<file path="src/rtl/swallow_ctrl.sv">
// Pulse-swallow modulus controller for an 8/9 dual-modulus prescaler.
// Each frame spans P_act prescaler periods, S_act of them at /9, for N = 8*P_act + S_act input cycles.
module swallow_ctrl #(
    parameter int P_WIDTH = 8,
    parameter int S_WIDTH = 3,
    parameter int P_RST   = 10,
    parameter int S_RST   = 0
) (
    input  logic               clk,
    input  logic               rst_n,
    input  logic               en,
    input  logic [P_WIDTH-1:0] p_cfg,
    input  logic [S_WIDTH-1:0] s_cfg,
    input  logic               cfg_valid,
    output logic               cfg_ready,
    output logic               cfg_err,
    output logic               mc,
    output logic               div_out,
    output logic               frame
);

    localparam logic [P_WIDTH-1:0] P_RST_V = P_WIDTH'(P_RST);
    localparam logic [S_WIDTH-1:0] S_RST_V = S_WIDTH'(S_RST);
    localparam logic [P_WIDTH-1:0] ONE_P   = P_WIDTH'(1);
    localparam logic [P_WIDTH-1:0] TWO_P   = P_WIDTH'(2);
    localparam logic [P_WIDTH:0]   ONE_H   = (P_WIDTH+1)'(1);

    logic [P_WIDTH-1:0] k_q, k_d;
    logic [P_WIDTH-1:0] p_act_q, p_act_d;
    logic [S_WIDTH-1:0] s_act_q, s_act_d;
    logic [P_WIDTH-1:0] pend_p_q, pend_p_d;
    logic [S_WIDTH-1:0] pend_s_q, pend_s_d;
    logic               pend_q, pend_d;
    logic               ready_q, ready_d;
    logic               err_q, err_d;
    logic               mc_q, mc_d;
    logic               div_q, div_d;
    logic               frame_q, frame_d;

    logic               wrap;
    logic               accept;
    logic               req_ok;
    logic [P_WIDTH:0]   half_p;

    assign wrap   = en && (k_q == (p_act_q - ONE_P));
    assign accept = cfg_valid && ready_q;
    assign req_ok = (p_cfg >= TWO_P) && (P_WIDTH'(s_cfg) <= p_cfg);

    always_comb begin
        k_d      = k_q;
        p_act_d  = p_act_q;
        s_act_d  = s_act_q;
        pend_p_d = pend_p_q;
        pend_s_d = pend_s_q;
        pend_d   = pend_q;
        err_d    = 1'b0;
        mc_d     = 1'b0;
        div_d    = div_q;
        frame_d  = 1'b0;
        half_p   = '0;

        if (en) begin
            if (wrap) begin
                k_d     = '0;
                frame_d = 1'b1;
                if (pend_q) begin
                    p_act_d = pend_p_q;
                    s_act_d = pend_s_q;
                    pend_d  = 1'b0;
                end
            end else begin
                k_d = k_q + ONE_P;
            end
            // Outputs describe the period being entered, so use the post-edge k and config.
            half_p = ({1'b0, p_act_d} + ONE_H) >> 1;
            mc_d   = (k_d < P_WIDTH'(s_act_d));
            div_d  = ({1'b0, k_d} < half_p);
        end

        // Acceptance needs an empty pending slot and application needs a full one, so they never collide.
        if (accept) begin
            if (req_ok) begin
                pend_d   = 1'b1;
                pend_p_d = p_cfg;
                pend_s_d = s_cfg;
            end else begin
                err_d = 1'b1;
            end
        end

        ready_d = !pend_d;
    end

    always_ff @(posedge clk or negedge rst_n) begin
        if (!rst_n) begin
            k_q      <= '0;
            p_act_q  <= P_RST_V;
            s_act_q  <= S_RST_V;
            pend_p_q <= '0;
            pend_s_q <= '0;
            pend_q   <= 1'b0;
            ready_q  <= 1'b1;
            err_q    <= 1'b0;
            mc_q     <= (S_RST != 0);
            div_q    <= 1'b1;
            frame_q  <= 1'b0;
        end else begin
            k_q      <= k_d;
            p_act_q  <= p_act_d;
            s_act_q  <= s_act_d;
            pend_p_q <= pend_p_d;
            pend_s_q <= pend_s_d;
            pend_q   <= pend_d;
            ready_q  <= ready_d;
            err_q    <= err_d;
            mc_q     <= mc_d;
            div_q    <= div_d;
            frame_q  <= frame_d;
        end
    end

    assign cfg_ready = ready_q;
    assign cfg_err   = err_q;
    assign mc        = mc_q;
    assign div_out   = div_q;
    assign frame     = frame_q;

endmodule

</file>
<file path="config.mk">
export PLATFORM = sky130hd
export DESIGN_NAME = swallow_ctrl
export DESIGN_NICKNAME = d
export VERILOG_FILES = /design/src/rtl/swallow_ctrl.sv
export SDC_FILE = /design/constraint.sdc
export NUM_CORES = 1
export LEC_CHECK = 0
export BUFFER_PORTS_ARGS = -buffer_cell sky130_fd_sc_hd__buf_2
export CORE_UTILIZATION = 30
export CTS_BUF_LIST = sky130_fd_sc_hd__clkbuf_8
export DETAILED_ROUTE_END_ITERATION = 8
export HOLD_SLACK_MARGIN = 0.12
export PLACE_DENSITY = 0.57
export SYNTH_ARGS = -nofsm -noshare
export SYNTH_HDL_FRONTEND = slang
export SYNTH_SLANG_ARGS = --single-unit
</file>
<file path="constraint.sdc">
create_clock -name clk -period 6.6 [get_ports clk]
set_input_delay 0.66 -clock clk [delete_from_list [all_inputs] [get_ports clk]]
set_output_delay 0.66 -clock clk [all_outputs]
set_load 0.005 [all_outputs]
</file>
# --- Word-level counts from Yosys, hierarchy flattened ---
# Cells that the tools add are included.
op_classes:
  n_reduce_logical: 5
  muxes: 17
  n_eq_ne: 1
  n_addsub: 3
  n_lt_le_gt_ge: 4
op_table:
  columns: ["cell", "n"]
  rows:
  - ["$mux 8", 5]
  - ["$add 8x1->9 const B", 1]
  - ["$mux 1", 9]
  - ["$mux 3", 3]
  - ["$add 8x1->8 const B", 1]
  - ["$eq 8x8->1", 1]
  - ["$ge 8x2->1 const B", 1]
  - ["$le 3x8->1", 1]
  - ["$lt 8x3->1", 1]
  - ["$lt 8x8->1", 1]
  - ["$sub 8x1->8 const B", 1]
  - ["$logic_and 1x1->1", 3]
  - ["$reduce_and 2->1", 1]
  - ["$logic_not 1->1", 1]
word_totals:
  output_inout_bits: 5
  reg_bits: 36
  word_cells: 41
  input_bits: 15

# --- Longest topological paths before layout ---
# Gate-level depths: netlist of run 1.
depth:
  ltp_word: 8
  ltp_mapped: 20

# --- Worst setup path after synthesis of run 1 ---
# OpenSTA, ideal clock, no wires.
synth_timing:
  kind: "register to register"
  from: "register p_act_q[1]"
  to: "register div_q, in the netlist div_out"
  setup_ns: 0.073
  period_less_slack_ns: 3.956
  stages_incl_launch_ff: 21
  arrival_time_ns: 3.883
  setup_slack_ns: 2.644
  required_ns: 6.527
  path_cell_list: "dfstp_2 > clkbuf_1 > inv_1 > ha_1 > xor2_1 > nand3_1 > a211oi_1 > nand4_4 > buf_6 > mux2_4 > ha_1 > nand3_1 > xor2_1 > nand2_1 > o21ai_0 > ha_1 > a21oi_1 > o22ai_1 > o2111ai_1 > nand3_1 > o2bb2ai_1"
synth_between:
  elab_chain_cells: 7
  word_cells_on_any_way: 10
synth_rtl:
  columns: ["element", "line", "source"]
  rows:
  - ["from (decl)", "29", "logic [P_WIDTH-1:0] p_act_q, p_act_d;"]
  - ["from (signal assigned)", "109", "p_act_q <= p_act_d;"]
  - ["$sub 8x1->8", "45", "assign wrap = en && (k_q == (p_act_q - ONE_P));"]
  - ["$eq 8x8->1", "45", null]
  - ["$logic_and 1x1->1", "45", null]
  - ["$mux 8", "63", "if (wrap) begin"]
  - ["$mux 8", "62", "if (en) begin"]
  - ["$add 8x1->9", "75", "half_p = ({1'b0, p_act_d} + ONE_H) >> 1;"]
  - ["$lt 8x8->1 (*)", "77", "div_d = ({1'b0, k_d} < half_p);"]
  - ["to (signal assigned)", "117", "div_q <= div_d;"]
  - ["to (decl)", "37", "logic div_q, div_d;"]
# Mark *: on every way between the ends. The rest lies on a longest branch, timed or not. The select of a mux whose other input is x is not followed.
# A chain may end at the register's enable or synchronous reset.

# --- Worst setup path in the final report of run 1 ---
layout_timing:
  from: "register p_act_q[2]"
  to: "register div_q, in the netlist div_out"
# The elaborated chain is that of the path after synthesis.

==> results of run 1 <==
[sequential cells by signal, summed over array words and instances, names as in the netlist]
| register | count |
|---|---|
| k_q | 8 |
| p_act_q | 8 |
| pend_p_q | 8 |
| pend_s_q | 3 |
| s_act_q | 3 |
| cfg_err | 1 |
| cfg_ready | 1 |
| div_out | 1 |
| frame | 1 |
| mc | 1 |
| pend_q | 1 |
[logic make-up after synthesis]
logic type               Yosys count  synth area share (%)
adder cells (fa/ha/maj)           15                  7.66
XOR/XNOR                          25                  9.25
AO/OA/AOI/OAI                     43                  11.7
multiplexers                      27                  13.3
AND/OR/NAND/NOR                   74                  15.8
flip-flops                        36                  37.0
buffers and inverters             29                  5.37
[stage by stage]
step | hold WS (ps) | area, um2 | instances | power (mW) | util [%]
after floorplan | 364 | 2450 | 249 | 0.622 | -
final | 455 | 2680 | 363 | 0.864 | 34.3
after detailed placement | 471 | 2590 | 355 | 0.703 | 33.2
after global routing | 501 | 2680 | 363 | 0.938 | 34.3
after CTS | 483 | 2680 | 363 | 0.872 | 34.3
after global placement | 470 | 2590 | 355 | 0.696 | 33.2
[critical path, stage by stage, from the launching register on]
cell	delay [ps]
sky130_fd_sc_hd__dfrtp_1	490
sky130_fd_sc_hd__or3_1	420
sky130_fd_sc_hd__or4_1	490
sky130_fd_sc_hd__a211oi_2	330
sky130_fd_sc_hd__nand4_4	400
sky130_fd_sc_hd__mux2_4	430
sky130_fd_sc_hd__ha_1	270
sky130_fd_sc_hd__nand3_1	120
sky130_fd_sc_hd__xor2_1	160
sky130_fd_sc_hd__nand2_1	70
sky130_fd_sc_hd__o21ai_0	100
sky130_fd_sc_hd__ha_1	280
sky130_fd_sc_hd__a21oi_1	170
sky130_fd_sc_hd__o22ai_1	90
sky130_fd_sc_hd__o2111ai_1	190
sky130_fd_sc_hd__nand3_1	100
sky130_fd_sc_hd__o2bb2ai_1	130
[Yosys cell counts, drive strengths merged]
library cell,number
inv,14
a211o,1
o2bb2ai,3
xor2,10
a32oi,1
o21a,1
a211oi,3
o21ai,10
nand4,4
a21oi,11
nand2,10
ha,15
nor4,2
mux2i,1
a31oi,3
nor2b,5
nor3,4
or4,2
nand3,15
and3b,1
o2111ai,1
a22o,3
o31ai,1
and4,2
nor2,21
and3,5
buf,5
dfstp,4
o211ai,1
o22ai,2
or3,2
xnor2,15
dfrtp,32
a21o,2
and2,1
mux2,26
clkbuf,10
[path summary, 6_finish.rpt]
kind | startpoint | endpoint | cells after the start
worst max-delay path | p_act_q[2] | div_out | 16
worst min-delay path | rst_n | k_q[2] | 1
worst max register to register | p_act_q[2] | div_out | 16
worst min register to register | div_out | div_out | 1
max in group asynchronous | rst_n | p_act_q[0] | 1
min in group clk | div_out | div_out | 1
[metal layers]
metal / up-vias / share of wire [%] / GRT usage (%)
li1: 904 / - / -
met1: 895 / 49 / 18.2
met2: 28 / 47 / 21.6
met3: 4 / 2.6 / 2.55
met4: 0 / 0.74 / 3.13
met5: - / 0 / 0
[layout make-up]
class                      instances  area, um2
fill                             804       5130
multi-input combinational        184       1410
sequential                        36        906
tap                              102        128
timing repair buffer              19       95.1
clock buffer                       5       68.8
inverter                          14       52.6
clock inverter                     3       18.8
[power groups by stage]
| stage | clock network (mW) | registers, mW | logic, mW |
|---|---|---|---|
| 2_1_floorplan | 0 | 0.332 | 0.290 |
| 3_3_place_gp | 0 | 0.381 | 0.315 |
| 3_5_place_dp | 0 | 0.381 | 0.323 |
| 4_1_cts | 0.168 | 0.377 | 0.326 |
| 5_1_grt | 0.175 | 0.389 | 0.374 |
| 6_report | 0.162 | 0.377 | 0.325 |
[cells in the final DEF (no fill, tap or decap), drive strengths merged, types with 10 or more instances in the layout]
cell   instances
nand2         10
nand3         15
xor2          10
o21ai         10
mux2          26
dfrtp         32
inv           14
a21oi         11
buf           19
nor2          21
ha            15
xnor2         15
==> run_results.csv, run 1 <==
group,metric,value,unit
status,status,"complete, no violations",
timing,period_share,65.2,%
clock_tree,tritoncts,"yes",
timing,max_freq,0.232,GHz
clock_tree,htreeDepth,2,
timing,timing_max_transition_violations_final,0,
power_and_ir_drop,share_comb_of_total_power,37.6,%
setup_path,worst_setup_path_start_kind,"register",
setup_path,cp.required,6830,ps
setup_path,cp-end-kind,"register",
yosys,synth-seq-cells,36,
timing,setup_tns,0,ps
global_route,grt.overflow.total,0,
die,die_width,92.3,um
timing,setup_viol_count_final,0,
die,die_height,92.3,um
setup_path,criticalPathCategory,"register to register",
clock_tree,numCtsBuffers,5,
clock_tree,root_buffer,"sky130_fd_sc_hd__clkbuf_8",
yosys,synthCells,249,
global_route,grt_max_degree,37,
timing,final_critical_path_setup_slack,2300,ps
timing,timing.slew.headroom,46.6,%
setup_path,path_max_fanout,27,
timing,tightest_slew,802,ps
die,floorplan.initialDensity,31.4,%
finish,post_route_cells_drive_above_1_share,23.4,%
finish,area_growth,9.45,%
global_route,track_usage,13.3,%
yosys,synth_cell_types,43,
yosys,synth.top_cells.by_area,"sky130_fd_sc_hd__dfrtp_1 (33%), sky130_fd_sc_hd__mux2_2 (9.2%), sky130_fd_sc_hd__ha_1 (7.7%)",
power_and_ir_drop,power_switching,0.337,mW
place,hpwlAfterDp,3.75,mm
clock_tree,clkSlewWorstSetupHoldPaths,90,ps
power_and_ir_drop,cell_internal_pwr,0.527,mW
power_and_ir_drop,switching_share,39.0,%
run,maxCapViolations,0,
yosys,number_of_nets_produced_by_synthesis,279,
clock_tree,number_of_buffers_on_the_longest_clock_path,2,
die,dieArea,8530,um2
yosys,synth_sequential_area_ratio,37.0,%
global_route,grt_antenna_before_repair,0,
finish,final_net_count,290,
die,floorplan.rows,32,
yosys,ys.warnings.count,0,
timing,clock_skew,9.66,ps
timing,hold_viol_final,0,
route,first_iter_violations,79,
route,drtAntennaViolNets,0,
yosys,post_synth_instance_area,2450,um2
route,wl_per_cell,14.1,um
place,port-buffer-count,19,
place,dp_slack,2340,ps
timing,grt_setup_unrepaired,"false",
clock_tree,clkLatencyLatePin,290,ps
clock_tree,cts_setup_buffers,0,
power_and_ir_drop,p_clk_share,18.8,%
route,vias_per_cell,5.04,
timing,final.min_clock_period,4300,ps
power_and_ir_drop,power.ir.vdd_worst,0.112,mV
worst_hold_path,min-delay-path-class,"primary input to async pin",
setup_path,timing.reg2reg.setup_slack,2300,ps
global_route,grt_first_pass_wirelength,8.98,mm
power_and_ir_drop,static-leakage-power,1.20,nW
global_route,vias_in_the_first_global_route,1786,
yosys,syn_avg_cell_area,9.83,um2
route,wl_final,5.12,mm
power_and_ir_drop,p_per_area,322,nW/um2
die,io-pin-count,20,
place,gp_congestion,0.799,
route,detail_route.drc_violations,0,
clock_tree,tritoncts_num_sinks,36,
finish,num_antenna_cells,0,
yosys,netlist.top_cell.by_area,"sky130_fd_sc_hd__dfrtp_1",
clock_tree,cts_resized,0,
route,vias,1831,
route,first_pass_iters,4,
clock_tree,cts_hold_repair.buffers,0,
setup_path,timing.critical_path.arrival,4530,ps
yosys,synth_top_area_share,32.7,%
power_and_ir_drop,power.sequential.fraction,43.6,%
die,design.core.area,7810,um2
Power figures use the tool's default switching activity.
==> run 2, diff against run 1 <==
==> constraint.sdc (replaced) <==
create_clock -name clk -period 4.1 [get_ports clk]
set_input_delay 0.41 -clock clk [delete_from_list [all_inputs] [get_ports clk]]
set_output_delay 0.41 -clock clk [all_outputs]
set_load 0.005 [all_outputs]
==> run 2 against run 1 <==
Net effect: count of clock-buffer cells in the layout did not move; wire length is 1.1% higher; cell area grew 3.3%; critical path depth down 1; fmax up 14%; clock power increased by 96%; utilization rose by 1.1 points.
==> run_results.csv, run 2 (synthesis results as in run 1) <==
group,metric,value,unit
global_route,grtUsageMet1,17.2,%
place,gp_congestion,0.859,
route,wl_per_cell,14.1,um
setup_path,path_max_fanout,6,
clock_tree,cts_hold_repair.buffers,0,
setup_path,r2r.worst_path.cells,15,
clock_tree,htreeDepth,2,
global_route,global_route_track_usage_on_met2,23.1,%
timing,timing_max_transition_violations_final,0,
die,floorplan.initialDensity,31.4,%
die,die_height,92.3,um
worst_hold_path,min-delay-path-class,"primary input to async pin",
global_route,grt_first_pass_wirelength,9.21,mm
finish,final_net_count,295,
timing,final.min_clock_period,3780,ps
run,maxCapViolations,0,
setup_path,critical_path.n_buffers_inverters,0,
status,status,"complete, no violations",
route,first_iter_violations,111,
setup_path,criticalPathCategory,"register to register",
global_route,grt.overflow.total,0,
global_route,vias_in_the_first_global_route,1931,
route,vias_per_cell,4.92,
clock_tree,numCtsBuffers,5,
place,hpwlAfterDp,3.95,mm
timing,setup_tns,0,ps
clock_tree,number_of_buffers_on_the_longest_clock_path,2,
setup_path,reg2reg_to,"div_out",
place,dp_slack,227,ps
global_route,grt_max_degree,37,
route,detail_route.drc_violations,0,
timing,grt_setup_unrepaired,"false",
route,vias,1812,
finish,area_growth,13.1,%
setup_path,worst_path_dominant_cell_family,"simple AND/OR/NAND/NOR gates",
timing,timing.slew.headroom,46.5,%
die,io-pin-count,20,
clock_tree,root_buffer,"sky130_fd_sc_hd__clkbuf_8",
setup_path,timing.reg2reg.setup_slack,320,ps
timing,period_share,92.3,%
route,wl_final,5.18,mm
timing,hold_slack,203,ps
finish,layout.cells.most_common,"sky130_fd_sc_hd__dfrtp_1",
route,drtAntennaViolNets,0,
global_route,track_usage,13.8,%
place,port-buffer-count,19,
power_and_ir_drop,power.ir.vdd_worst,0.197,mV
finish,fin_area,2770,um2
route,first_pass_iters,4,
power_and_ir_drop,static-leakage-power,1.23,nW
clock_tree,tritoncts,"yes",
global_route,grt_antenna_before_repair,0,
timing,setup_viol_count_final,0,
clock_tree,clkLatencyLatePin,300,ps
finish,num_antenna_cells,0,
die,dieArea,8530,um2
finish,layout_top_registers,"k_q: 8 flops, p_act_q: 8 flops, pend_p_q: 8 flops",
setup_path,crit-reg2reg-launch,"p_act_q[4]",
finish,seq_area,906,um2
global_route,met3_resource_use_gr,2.87,%
global_route,grt_most_used_layer,"met2",
timing,tightest_slew,803,ps
place,postPlaceCellArea,2630,um2
setup_path,critPathSlowestCell,"sky130_fd_sc_hd__or4_1",
timing,hold_viol_final,0,
power_and_ir_drop,p_total,1.47,mW
finish,highest_count_cells_in_the_layout_ignoring_fill_and_taps,"sky130_fd_sc_hd__dfrtp_1 (32), sky130_fd_sc_hd__nor2_1 (21), sky130_fd_sc_hd__mux2_2 (20)",
die,die_width,92.3,um
setup_path,timing.critical_path.arrival,4010,ps
setup_path,cp.required,4330,ps
setup_path,critPathCapture,"div_out",
clock_tree,tritoncts_num_sinks,36,
place,placedCellCount,360,
finish,post_route_cells_drive_above_1_share,26.3,%
setup_path,cp-end-kind,"register",
timing,final_critical_path_setup_slack,316,ps
setup_path,worstPathCellList,"or3_1 > or4_1 > a211oi_4 > nand4_4 > mux2_4 > ha_2 > nand3_1 > xnor2_1 > o21ai_0 > ha_1 > a21oi_1 > o22ai_1 > o2111ai_1 > nand3_1 > o2bb2ai_1",
finish,multiInputGateArea,1440,um2
die,design.core.area,7810,um2
setup_path,worst_setup_path_start_kind,"register",
setup_path,critPathMostFrequentCell,"sky130_fd_sc_hd__nand3_1",
setup_path,critPathLaunch,"p_act_q[4]",
timing,clock_skew,8.07,ps
setup_path,timing.critical_path.slowest_cell_delay,530,ps
finish,fin_util,35.5,%
finish,layout.cells.non_filler,368,
die,floorplan.rows,32,
finish,layout_fillers,785,
timing,max_freq,0.264,GHz
clock_tree,clkSlewWorstSetupHoldPaths,80,ps
setup_path,worstSetupPathDepth,15,
power_and_ir_drop,p_per_area,532,nW/um2
[run 2: cell count changes in the layout (fill, tap and decap cells not counted), sizes merged]
cell and change:
buf +5, bufinv +1, clkinv -2, clkinvlp +1
[run 2: layer usage]
metal / wire length, um / share of wire [%]
met1: 2460 / 48
met2: 2440 / 47
met3: 158 / 3.1
met4: 121 / 2.3
met5: 0 / 0
[run 2: what timing repair did]
action,CTS,global route
endpoints found under the setup margin,0,1
buffers inserted,0,0
hold endpoints to repair,0,0
gates resized for setup,0,5
[run 2: layout make-up]
class                      instances  area share (%)
clock inverter                     3            1.54
multi-input combinational        184            52.0
inverter                          14            1.90
tap                              102            4.61
timing repair buffer              24            4.79
clock buffer                       5            2.49
sequential                        36            32.7
[run 2: worst min path at each step]
stage	slack [ps]	end	cells after the start
finish	200	pend_p_q[6]	1
global route	280	pend_p_q[7]	1
CTS	240	mc	1
detailed placement	480	div_out	1
global placement	470	div_out	1
floorplan	110	cfg_err	0
[run 2: report_power, final]
part | switching, mW | internal, mW | leakage [nW] | total [mW]
clock | 0.137 | 0.180 | 0.0541 | 0.317
sequential | 0.146 | 0.460 | 0.454 | 0.606
combinational | 0.267 | 0.283 | 0.725 | 0.549
total | 0.550 | 0.923 | 1.23 | 1.47
==> run 3, diff against run 2 <==
--- a/config.mk
+++ b/config.mk
@@ -5,6 +5,7 @@
 export SDC_FILE = /design/constraint.sdc
 export NUM_CORES = 1
 export LEC_CHECK = 0
+export ABC_AREA = 1
 export BUFFER_PORTS_ARGS = -buffer_cell sky130_fd_sc_hd__buf_2
 export CORE_UTILIZATION = 30
 export CTS_BUF_LIST = sky130_fd_sc_hd__clkbuf_8
@@ -14,3 +15,4 @@
 export SYNTH_ARGS = -nofsm -noshare
 export SYNTH_HDL_FRONTEND = slang
 export SYNTH_SLANG_ARGS = --single-unit
+export TNS_END_PERCENT = 1
==> run 3 against run 2 <==
Net effect: sequential share of layout area up 1.0 points; final cell count increased by 20%; non-clock buffer count fell by 4; die area down 2.0%; synthesized area down 2.0%; global-route usage up 0.088 points; utilization fell by 0.73 points; sequential power is 20% lower; largest power group unchanged; first-iteration DRC count is 1.8% lower; combinational power decreased by 47%; critical endpoint unchanged; power down 30%.
==> run_results.csv, run 3 <==
group,metric,value,unit
status,status,"complete, no violations",
timing,timing.slew.headroom,46.4,%
timing,final_critical_path_setup_slack,560,ps
finish,fin_area,2680,um2
place,dp_slack,582,ps
clock_tree,cts_setup_buffers,0,
clock_tree,number_of_buffers_on_the_longest_clock_path,2,
die,io-pin-count,20,
yosys,number_of_nets_produced_by_synthesis,349,
power_and_ir_drop,p_per_area,385,nW/um2
finish,highest_count_cells_in_the_layout_ignoring_fill_and_taps,"sky130_fd_sc_hd__nand2_1 (87), sky130_fd_sc_hd__inv_1 (45), sky130_fd_sc_hd__dfrtp_1 (32)",
finish,layout.cells.most_common,"sky130_fd_sc_hd__nand2_1",
yosys,synth-async-reset-ratio,100,%
power_and_ir_drop,static-leakage-power,1.38,nW
global_route,grt_first_pass_wirelength,9.27,mm
die,floorplan.rows,32,
yosys,most_common_flop_cell_mapped_by_yosys,"sky130_fd_sc_hd__dfrtp_1",
global_route,met3_resource_use_gr,2.60,%
global_route,grtUsageMet1,17.7,%
timing,period_share,86.3,%
global_route,grt_max_degree,37,
timing,max_freq,0.282,GHz
timing,final.min_clock_period,3540,ps
route,first_pass_iters,4,
yosys,synth.top_cells.by_area,"sky130_fd_sc_hd__dfrtp_1 (33%), sky130_fd_sc_hd__nand2_1 (14%), sky130_fd_sc_hd__ha_1 (7.8%)",
global_route,grt_most_used_layer,"met2",
timing,clock_skew,5.87,ps
global_route,global_route_track_usage_on_met2,23.7,%
yosys,synth_cell_types,32,
timing,setup_tns,0,ps
setup_path,criticalPathCategory,"register to register",
die,die_height,91.4,um
yosys,yosysMostFrequentCell,"sky130_fd_sc_hd__nand2_1",
route,vias_per_cell,4.48,
route,detail_route.drc_violations,0,
place,gp_congestion,0.796,
yosys,syn_avg_cell_area,7.52,um2
timing,hold_viol_final,0,
yosys,synthCells,319,
route,first_iter_violations,109,
finish,num_antenna_cells,0,
yosys,synth_sequential_area_ratio,37.8,%
route,wl_final,5.09,mm
run,maxCapViolations,0,
setup_path,path_max_fanout,22,
power_and_ir_drop,p_total,1.03,mW
timing,tightest_slew,804,ps
timing,timing_max_transition_violations_final,0,
setup_path,cp-end-kind,"register",
clock_tree,tritoncts_num_sinks,36,
die,die_width,91.4,um
setup_path,worst_path_dominant_cell_family,"simple AND/OR/NAND/NOR gates",
clock_tree,cts_resized,0,
route,vias,1984,
die,dieArea,8360,um2
yosys,synth_enable_flop_cells,0,
worst_hold_path,min-delay-path-class,"primary input to async pin",
global_route,track_usage,13.9,%
clock_tree,clkLatencyLatePin,290,ps
setup_path,cp.required,4340,ps
route,drtAntennaViolNets,0,
setup_path,critPathMostFrequentCell,"sky130_fd_sc_hd__nand2_1",
global_route,grt_antenna_before_repair,0,
setup_path,worst_setup_path_start_kind,"register",
setup_path,critPathSlowestCell,"sky130_fd_sc_hd__dfstp_2",
setup_path,timing.critical_path.arrival,3780,ps
yosys,post_synth_instance_area,2400,um2
die,design.core.area,7730,um2
finish,layout_top_registers,"k_q: 8 flops, p_act_q: 8 flops, pend_p_q: 8 flops",
yosys,netlist_top_cells_count,"sky130_fd_sc_hd__nand2_1 (87), sky130_fd_sc_hd__inv_1 (45), sky130_fd_sc_hd__dfrtp_1 (32)",
clock_tree,tritoncts,"yes",
clock_tree,cts_hold_repair.buffers,0,
clock_tree,clkSlewWorstSetupHoldPaths,80,ps
route,wl_per_cell,11.5,um
setup_path,timing.critical_path.slowest_cell_delay,560,ps
setup_path,critPathLaunch,"p_act_q[1]",
setup_path,critical_path.n_buffers_inverters,5,
yosys,ys.warnings.count,0,
clock_tree,htreeDepth,2,
power_and_ir_drop,power.ir.vdd_worst,0.117,mV
die,floorplan.initialDensity,31.0,%
place,port-buffer-count,19,
global_route,vias_in_the_first_global_route,1999,
place,placedCellCount,435,
yosys,netlist.top_cell.by_area,"sky130_fd_sc_hd__dfrtp_1",
timing,setup_viol_count_final,0,
yosys,synth-seq-cells,36,
place,hpwlAfterDp,4.00,mm
clock_tree,numCtsBuffers,5,
finish,final_net_count,370,
clock_tree,root_buffer,"sky130_fd_sc_hd__clkbuf_8",
finish,area_growth,11.9,%
yosys,synth_top_area_share,33.4,%
finish,layout.cells.non_filler,443,
timing,grt_setup_unrepaired,"false",
global_route,grt.overflow.total,0,
finish,post_route_cells_drive_above_1_share,18.5,%
place,postPlaceCellArea,2600,um2
setup_path,crit-reg2reg-launch,"p_act_q[1]",
## run 3: cell count changes in the layout (fill, tap and decap cells not counted), sizes merged, moves of 4 or more
cell / change
nand2: +80
and3: -5
inv: +38
buf: -4
nand3: +4
o21ai: +19
mux2: -21
nor2: +10
xnor2: -13
nor2b: -5
## run 3: logic make-up after synthesis
logic type / synth area share [%]
flops: 37.8
simple gates: 27.7
mux: 2.35
buf+inv: 9.49
fa+ha+maj: 7.82
xor+xnor: 3.65
compound gates: 11.2
## run 3: final timing paths
path,endpoint,slack (ps),depth (start not counted)
setup / recovery,div_out,560,26
hold / removal,frame,190,1
setup reg to reg,div_out,560,26
hold reg to reg,div_out,470,2
max in group asynchronous,pend_p_q[6],3390,1
min in group clk,pend_p_q[7],370,3
## run 3: layer usage
metal	routed length, um	up-vias
met4	87	0
met2	2420	21
met5	0	-
li1	-	1054
met1	2420	899
met3	155	10
## run 3: power breakdown
part	switching (mW)	leakage (nW)	internal, mW
registers	0.0577	0.413	0.427
clock network	0.141	0.0479	0.119
logic	0.164	0.921	0.124
## run 3: final cells by class
type                            count  area [um2]
Clock buffer                        5        68.8
Clock inverter                      3        18.8
Timing Repair Buffer               20         103
Sequential cell                    36         906
Multi-Input combinational cell    225        1260
Fill cell                         823        5040
Inverter                           52         195
Tap cell                          102         128
## run 3: through the flow
stage	hold slack, ps	utilization, %
after floorplan	114	-
after global placement	460	33.6
after detailed placement	462	33.6
after CTS	233	34.7
after global routing	252	34.7
final	195	34.7
## run 3: worst reg2reg max path: stages (launching register included)
cell and delay [ps]:
sky130_fd_sc_hd__dfstp_2 560, sky130_fd_sc_hd__inv_1 60, sky130_fd_sc_hd__ha_1 240, sky130_fd_sc_hd__inv_1 80, sky130_fd_sc_hd__nand2_1 60, sky130_fd_sc_hd__nand2_1 70
sky130_fd_sc_hd__nand2_1 40, sky130_fd_sc_hd__nand2_1 50, sky130_fd_sc_hd__nand3_1 80, sky130_fd_sc_hd__nor2_2 130, sky130_fd_sc_hd__nand3_4 290, sky130_fd_sc_hd__nor2_4 250
sky130_fd_sc_hd__nand2_1 70, sky130_fd_sc_hd__o21ai_1 180, sky130_fd_sc_hd__inv_1 100, sky130_fd_sc_hd__ha_1 250, sky130_fd_sc_hd__nand4_1 140, sky130_fd_sc_hd__inv_1 50
sky130_fd_sc_hd__nand2_1 50, sky130_fd_sc_hd__ha_1 240, sky130_fd_sc_hd__nand2_1 80, sky130_fd_sc_hd__inv_1 50, sky130_fd_sc_hd__nand2_1 60, sky130_fd_sc_hd__nand3_1 70
sky130_fd_sc_hd__a31oi_1 140, sky130_fd_sc_hd__nand2_1 70, sky130_fd_sc_hd__nand2_1 50
